$ cat config.mk
export PLATFORM = sky130hd
export DESIGN_NAME = vlc_manchester_tx
export DESIGN_NICKNAME = d
export VERILOG_FILES = /design/src/rtl/vlc_manchester_tx.sv
export SDC_FILE = /design/constraint.sdc
export NUM_CORES = 1
export LEC_CHECK = 0
export ABC_AREA = 1
export BUFFER_PORTS_ARGS = -buffer_cell sky130_fd_sc_hd__buf_2
export CAP_MARGIN = 20
export CELL_PAD_IN_SITES_DETAIL_PLACEMENT = 0
export CELL_PAD_IN_SITES_GLOBAL_PLACEMENT = 1
export CORE_ASPECT_RATIO = 0.5
export CORE_UTILIZATION = 30
export DETAILED_ROUTE_END_ITERATION = 10
export PLACE_DENSITY = 0.68
export REMOVE_ABC_BUFFERS = 1
export SLEW_MARGIN = 20
export SYNTH_ARGS = -nofsm -noshare
export SYNTH_HDL_FRONTEND = slang
export SYNTH_SLANG_ARGS = --single-unit
$ cat constraint.sdc
create_clock -name c_clk -period 3.9 [get_ports c_clk]
set_input_delay 0.195 -clock c_clk [delete_from_list [all_inputs] [get_ports c_clk]]
set_output_delay 0.195 -clock c_clk [all_outputs]
set_load 0.1 [all_outputs]
$ cat src/rtl/vlc_manchester_tx.sv
// VLC frame transmitter: preamble, SFD and payload bytes, Manchester-coded onto led_out.
// Build macro VLC_PARITY_EN appends an even-parity bit after every payload byte.
module vlc_manchester_tx #(
  parameter int         DIV_WIDTH = 10,
  parameter int         PRE_LEN   = 8,
  parameter logic [7:0] SFD       = 8'hA5
) (
  input  logic                 c_clk,
  input  logic                 c_reset_n,
  input  logic                 en,
  input  logic [DIV_WIDTH-1:0] div,
  input  logic [7:0]           tx_data,
  input  logic                 tx_valid,
  input  logic                 tx_last,
  output logic                 tx_ready,
  output logic                 led_out,
  output logic                 sym_tick,
  output logic                 busy,
  output logic                 frame_done,
  output logic                 err_underrun
);

  typedef enum logic [1:0] {ST_IDLE, ST_PRE, ST_SFD, ST_DATA} state_t;

  localparam logic [7:0] PRE_LAST = 8'(PRE_LEN - 1);
`ifdef VLC_PARITY_EN
  localparam logic [7:0] BYTE_LAST = 8'd8;
`else
  localparam logic [7:0] BYTE_LAST = 8'd7;
`endif

  state_t               state;
  logic [DIV_WIDTH-1:0] presc;
  logic [DIV_WIDTH-1:0] div_lat;
  logic                 half;
  logic [7:0]           bit_cnt;
  logic [7:0]           shreg;
  logic [7:0]           hold_data;
  logic                 hold_valid;
  logic                 hold_last;
  logic                 cur_last;
`ifdef VLC_PARITY_EN
  logic                 parity;
`endif
  logic                 transfer;
  logic                 start;
  logic                 half_end;
  logic                 bit_end;
  logic                 byte_end;
  logic                 take;
  logic                 bit_val;
  logic                 next_val;

  assign tx_ready = !hold_valid;
  assign busy     = (state != ST_IDLE);
  assign transfer = tx_valid && tx_ready;
  assign start    = (state == ST_IDLE) && en && hold_valid;
  assign half_end = en && (state != ST_IDLE) && (presc == div_lat);
  assign bit_end  = half_end && half;
  assign byte_end = (state == ST_DATA) && (bit_cnt == BYTE_LAST);
  assign take     = bit_end && (((state == ST_SFD) && (bit_cnt == 8'd7)) ||
                                (byte_end && !cur_last && hold_valid));

  // bit_val is the bit on the line now; next_val is the first half of the bit that follows it
  always_comb begin
    bit_val  = 1'b1;
    next_val = 1'b0;
    case (state)
      ST_PRE: next_val = (bit_cnt == PRE_LAST) ? SFD[7] : 1'b1;
      ST_SFD: begin
        bit_val  = shreg[7];
        next_val = (bit_cnt == 8'd7) ? hold_data[7] : shreg[6];
      end
      ST_DATA: begin
        bit_val = shreg[7];
        if (byte_end)
          next_val = (!cur_last && hold_valid) ? hold_data[7] : 1'b0;
        else
          next_val = shreg[6];
`ifdef VLC_PARITY_EN
        if (bit_cnt == 8'd8)
          bit_val = parity;
        if (bit_cnt == 8'd7)
          next_val = parity;
`endif
      end
      default: ;
    endcase
  end

  // Holding register keeps handshaking even while en is low
  always_ff @(posedge c_clk or negedge c_reset_n) begin
    if (!c_reset_n) begin
      hold_valid <= 1'b0;
      hold_data  <= 8'd0;
      hold_last  <= 1'b0;
    end else if (transfer) begin
      hold_valid <= 1'b1;
      hold_data  <= tx_data;
      hold_last  <= tx_last;
    end else if (take) begin
      hold_valid <= 1'b0;
    end
  end

  always_ff @(posedge c_clk or negedge c_reset_n) begin
    if (!c_reset_n) begin
      state        <= ST_IDLE;
      presc        <= '0;
      div_lat      <= '0;
      half         <= 1'b0;
      bit_cnt      <= 8'd0;
      shreg        <= 8'd0;
      cur_last     <= 1'b0;
`ifdef VLC_PARITY_EN
      parity       <= 1'b0;
`endif
      led_out      <= 1'b0;
      sym_tick     <= 1'b0;
      frame_done   <= 1'b0;
      err_underrun <= 1'b0;
    end else begin
      sym_tick     <= 1'b0;
      frame_done   <= 1'b0;
      err_underrun <= 1'b0;
      if (start) begin
        state   <= ST_PRE;
        div_lat <= div;
        presc   <= '0;
        half    <= 1'b0;
        bit_cnt <= 8'd0;
        led_out <= 1'b1;
      end else if (half_end && !half) begin
        presc   <= '0;
        half    <= 1'b1;
        led_out <= ~bit_val;
      end else if (bit_end) begin
        presc    <= '0;
        half     <= 1'b0;
        sym_tick <= 1'b1;
        bit_cnt  <= bit_cnt + 8'd1;
        led_out  <= next_val;
        shreg    <= {shreg[6:0], 1'b0};
        case (state)
          ST_PRE: begin
            if (bit_cnt == PRE_LAST) begin
              state   <= ST_SFD;
              bit_cnt <= 8'd0;
              shreg   <= SFD;
            end
          end
          ST_SFD: begin
            if (bit_cnt == 8'd7) begin
              state    <= ST_DATA;
              bit_cnt  <= 8'd0;
              shreg    <= hold_data;
              cur_last <= hold_last;
`ifdef VLC_PARITY_EN
              parity   <= ^hold_data;
`endif
            end
          end
          ST_DATA: begin
            if (byte_end) begin
              bit_cnt <= 8'd0;
              if (cur_last) begin
                frame_done <= 1'b1;
                state      <= ST_IDLE;
              end else if (hold_valid) begin
                shreg    <= hold_data;
                cur_last <= hold_last;
`ifdef VLC_PARITY_EN
                parity   <= ^hold_data;
`endif
              end else begin
                err_underrun <= 1'b1;
                state        <= ST_IDLE;
              end
            end
          end
          default: ;
        endcase
      end else if (en && (state != ST_IDLE)) begin
        presc <= presc + 1'b1;
      end
    end
  end

endmodule

# Word level (Yosys, flattened, before mapping)
# Index checks and enable logic that the tools add are counted.
[word_totals]
reg_bits = 54
inputBits = 23
[classes]
n_mux = 59
bitwise_logic = 3
n_eq_ne = 12
reduce_logical = 31
n_addsub = 2
[op_table]
columns = ["op", "count"]
rows = [
  ["8-bit 2-to-1 mux", 10],
  ["10-bit 2-to-1 mux", 4],
  ["1-bit 2-to-1 mux", 32],
  ["8-bit case mux with 3 select lines", 1],
  ["2-bit 2-to-1 mux", 8],
  ["8-bit case mux with 2 select lines", 1],
  ["1-bit logical AND", 13],
  ["10-bit by 1-bit adder with 10-bit output, second input constant", 1],
  ["10-bit == test", 1],
  ["3-bit != test, second input constant", 3],
  ["8-bit by 1-bit adder with 8-bit output, second input constant", 1],
  ["8-bit by 3-bit == test with 1-bit output, second input constant", 1],
  ["2-bit nonzero test", 4],
  ["4-bit nonzero test", 2],
  ["7-bit AND reduction", 1],
  ["2-bit != test, second input constant", 3],
  ["2-bit case mux with 3 select lines", 1],
  ["6-bit AND reduction", 1],
  ["2-bit == test, second input constant", 2],
  ["4-bit != test, second input constant", 1],
  ["2-bit OR reduction", 2],
  ["1-bit logical NOT", 3],
  ["1-bit inverter", 3],
  ["1-bit case mux with 3 select lines", 1],
  ["other kinds (7)", 7],
]

# Longest topological paths before layout
[logic_depth]
depth_word = 8
mapped_depth = 11
ltp_nobuf = 11

# Least setup slack after synthesis
# No wires, ideal clock.
[synth_path]
path_type = "reg2reg"
from = "register state[1]"
to = "register shreg[1]"
path_stages_with_launch = 9
setup_time_ps = 66
slack_ps = 1585
arrival_ps = 2249
synth_period_minus_slack_ps = 2315
path_cell_list = "dfrtp_1 inv_1 ha_1 buf_2 clkinv_1 nand3_1 nand2_1 nand3_1 and2_1"
[synth_between]
elab_chain_len = 6
[synth_rtl]
columns = ["item", "line_no", "source"]
rows = [
  ["start, declared", "32", "state_t state;"],
  ["start signal, assigned", "108", "state <= ST_IDLE;"],
  ["start signal, assigned", "127", "state <= ST_PRE;"],
  ["start signal, assigned", "147", "state <= ST_SFD;"],
  ["2-bit nonzero test (*)", "n/a", ""],
  ["via busy", "18", "output logic busy,"],
  ["1-bit logical AND (*) (2 in a row)", "58", "assign half_end = en && (state != ST_IDLE) && (presc == div_lat);"],
  ["1-bit logical AND", "133", "end else if (half_end && !half) begin"],
  ["1-bit inverter (no source line)", "n/a", ""],
  ["3-bit AND reduction (no source line) (*)", "n/a", ""],
  ["end signal, assigned", "143", "shreg <= {shreg[6:0], 1'b0};"],
  ["end signal, assigned", "156", "shreg <= hold_data;"],
  ["end signal, assigned", "170", "shreg <= hold_data;"],
  ["end, declared", "37", "logic [7:0] shreg;"],
]
# Mark *: on every way through the listed nets, which the timed path passes. The rest lies on a longest branch.
# A chain may end at the register's enable or synchronous reset.

# Final worst setup path
[layout_path]
from = "register state[1]"
to = "register state[1]"
[layout_between]
elab_chain_len = 6
[layout_rtl]
columns = ["item"]
rows = [
  ["branches (longest 6 deep; another with 2-bit case mux with 3 select lines)"],
]
# Parallel ways; which one is timed is not known. The select of a mux whose other input is x is not followed.

==> results.json <==
{
  "outcome": "finished, final reports clean",
  "drcViolationCount": 0,
  "whs_ns": 0.1230,
  "arrival_ns": 2.46,
  "worstMarginPinSlew_ns": 0.7678,
  "antenna_cells": 0,
  "start_kind": "register",
  "wl_met1_um": 3436,
  "placementRows": 25,
  "clockBufferDepth": 2,
  "slew_headroom": 0.4881,
  "netlist_instances": 366,
  "synth_edf_count": 0,
  "hpwl_um": 4767,
  "clk_latency_ns": 0.30,
  "crit_required_ns": 4.09,
  "period_needed_ns": 2.273,
  "htree_levels": 2,
  "drive_gt1_frac": 0.1880,
  "async_flop_share": 1.000,
  "track_usage": 0.1367,
  "dr.first_iter.drc_count": 117,
  "postCtsSetupRepairBufs": 0,
  "grt_pass1_vias": 2293,
  "wl_per_cell_um": 12.06,
  "core_um2": 9603,
  "path_max_fanout": 27,
  "synth_seq_cells": 54,
  "drt_first_pass_iters": 4,
  "powerDensity_nw_per_um2": 561.5,
  "dieArea_um2": 10460,
  "netlist.area_leader.share": 0.4491,
  "cts_resized": 0,
  "synth_top_cell_by_area": "dfrtp_1",
  "slowest_stage": "nand3_2",
  "cpMostUsedCell": "nand2_1",
  "skew_ns": 0.008920,
  "highest_layer": "met4",
  "wl_met2_um": 2768,
  "vias": 2382,
  "path_cells": "inv_1 -> ha_1 -> nand3_2 -> a21oi_1 -> nand2_1 -> nand2_1 -> nand2_1",
  "area.growth.synth_to_final_pct": 15.01,
  "maxCapViolCount": 0,
  "yosys_warnings": 0,
  "reg2reg_slack_ns": 1.63,
  "start_util": 0.3134,
  "syn-cell-area_um2": 3009,
  "synth_common_cells": "88 x nand2_1, 54 x dfrtp_1, 37 x inv_1, 36 x nor2_1, 29 x nand3_1",
  "grt-ovfl-total": 0,
  "io_pins": 29,
  "cts_buffers": 5,
  "grt_pass1_wl_um": 11050,
  "wl_met3_um": 181,
  "totalWireLength_um": 6440,
  "synth.most_common_cell": "nand2_1",
  "max_freq_mhz": 439.9,
  "vias_per_cell": 4.461,
  "post-route-period-util": 0.5829,
  "ant_nets": 0,
  "cts-root-buf": "clkbuf_16",
  "gp_congestion": 0.7632,
  "setup_violations": 0,
  "final_nets": 428,
  "fp.dieH_um": 72.82,
  "yosys.cell_types.count": 35,
  "endpoint_kind": "register",
  "power.leakage_nw": 1.680,
  "portBuffers": 28,
  "antenna_found_initial": 0,
  "die_x_um": 143.6,
  "final.setup.tns_ns": 0,
  "yosys-top-cells-area": "dfrtp_1 45%, nand2_1 11%, mux2_2 5.2%",
  "grt_max_degree": 29,
  "clkSinkCount": 54,
  "vdd_drop_max_mv": 0.1936,
  "critPathMaxStageDelay_ns": 0.58,
  "clk_pin_slew_worst_paths_ns": 0.07,
  "syn-mean-instance-area_um2": 8.222,
  "critical_path_class": "reg -> reg",
  "yosysSeqAreaShare": 0.4491,
  "synth_ff_type": "dfrtp_1",
  "tritoncts": "built",
  "hp-class": "in -> reg",
  "rsz0062_at_grt": "no",
  "slew_violations": 0,
  "hold_viol": 0
}
[per-stage QoR]
stage               cells  setup WS, ns  utilization  total power (W)  cell area [um^2]
detailed placement    525         1.610       0.3441         0.001505              3304
global route          534         1.349       0.3604         0.002102              3461
floorplan             361         1.518            -         0.001327              2988
finish                534         1.627       0.3604         0.001943              3461
CTS                   534         1.601       0.3604         0.001968              3461
global placement      525         1.642       0.3441         0.001503              3304
[cell families after synthesis]
| kind of cell | after synthesis | synth area share |
|---|---|---|
| muxes | 14 | 0.05239 |
| buffers and inverters | 49 | 0.06195 |
| xor gates and xnor gates | 9 | 0.02619 |
| adders and majority gates | 7 | 0.02910 |
| DFF | 54 | 0.4491 |
| and+or+nand+nor | 188 | 0.3019 |
| AOI/OAI and AO/OA | 45 | 0.07942 |
[worst paths after layout]
path | startpoint | endpoint | depth (start not counted)
worst max-delay path | state[1]$_DFFE_PN0P_ | state[1]$_DFFE_PN0P_ | 7
worst min-delay path | tx_data[3] | hold_data[3]$_DFFE_PN0P_ | 2
worst max register to register | state[1]$_DFFE_PN0P_ | state[1]$_DFFE_PN0P_ | 7
worst min register to register | shreg[5]$_DFFE_PN0P_ | shreg[5]$_DFFE_PN0P_ | 2
max in group asynchronous | c_reset_n | bit_cnt[7]$_DFFE_PN0P_ | 3
min in group asynchronous | c_reset_n | div_lat[3]$_DFFE_PN0P_ | 2
[flip-flops by register name (all words and copies together), names as in the netlist]
name	count
shreg	8
bit_cnt	8
hold_last	1
err_underrun	1
half	1
led_out	1
hold_data	8
div_lat	10
frame_done	1
cur_last	1
presc	10
hold_valid	1
sym_tick	1
state	2
[power breakdown]
group / total (W) / internal (W) / leakage [nW] / switching, W
logic: 0.000729 / 0.000254 / 0.944 / 0.000475
clock network: 0.000451 / 0.000238 / 0.0698 / 0.000212
registers: 0.000764 / 0.000674 / 0.666 / 0.0000900
total: 0.00194 / 0.00117 / 1.68 / 0.000777
[repair_timing]
action	4_1_cts	5_1_grt
endpoints found under the setup margin	0	0
hold buffers	1	0
endpoints found under the hold margin	27	0
[placed cells by master, fill, tap and decap left out, types with 2 or more instances in the layout]
cell type	Yosys	layout
nand3_2	3	3
o21ai_1	8	8
nor3_1	2	2
nand2_4	2	2
nand2_2	2	2
dfrtp_1	54	54
and2_1	4	4
o21ai_0	10	10
nor2_4	3	3
mux2_2	14	14
nand2_1	88	88
nand3b_1	4	4
nand4_1	7	7
inv_2	6	6
buf_2	2	28
inv_1	37	37
xor2_1	4	4
nand3_1	29	29
nor2_8	2	2
xnor2_1	5	5
nor2_1	36	36
clkbuf_16	0	5
a21oi_1	21	21
ha_1	7	7
nor2_2	3	3
[critical path: cells and delay by family (launching register included)]
kind | cells | cell delay, ns
AOI/OAI and AO/OA | 1 | 0.41
DFF | 1 | 0.44
buffers and inverters | 1 | 0.13
and+or+nand+nor | 4 | 0.79
adders and majority gates | 1 | 0.39
[layout make-up]
class | count | area (um^2)
Clock buffer | 5 | 125.1
Timing Repair Buffer | 30 | 157.7
Inverter | 44 | 165.2
Tap cell | 135 | 168.9
Fill cell | 1015 | 6142
Clock inverter | 3 | 21.27
Multi-Input combinational cell | 263 | 1471
Sequential cell | 54 | 1351
[per-layer routing]
layer,GRT usage,vias to the layer above
li1,-,1242
met1,0.1944,1107
met2,0.2120,26
met3,0.03150,7
met4,0.02837,0
met5,0,-
(Power assumes the default switching activity.)
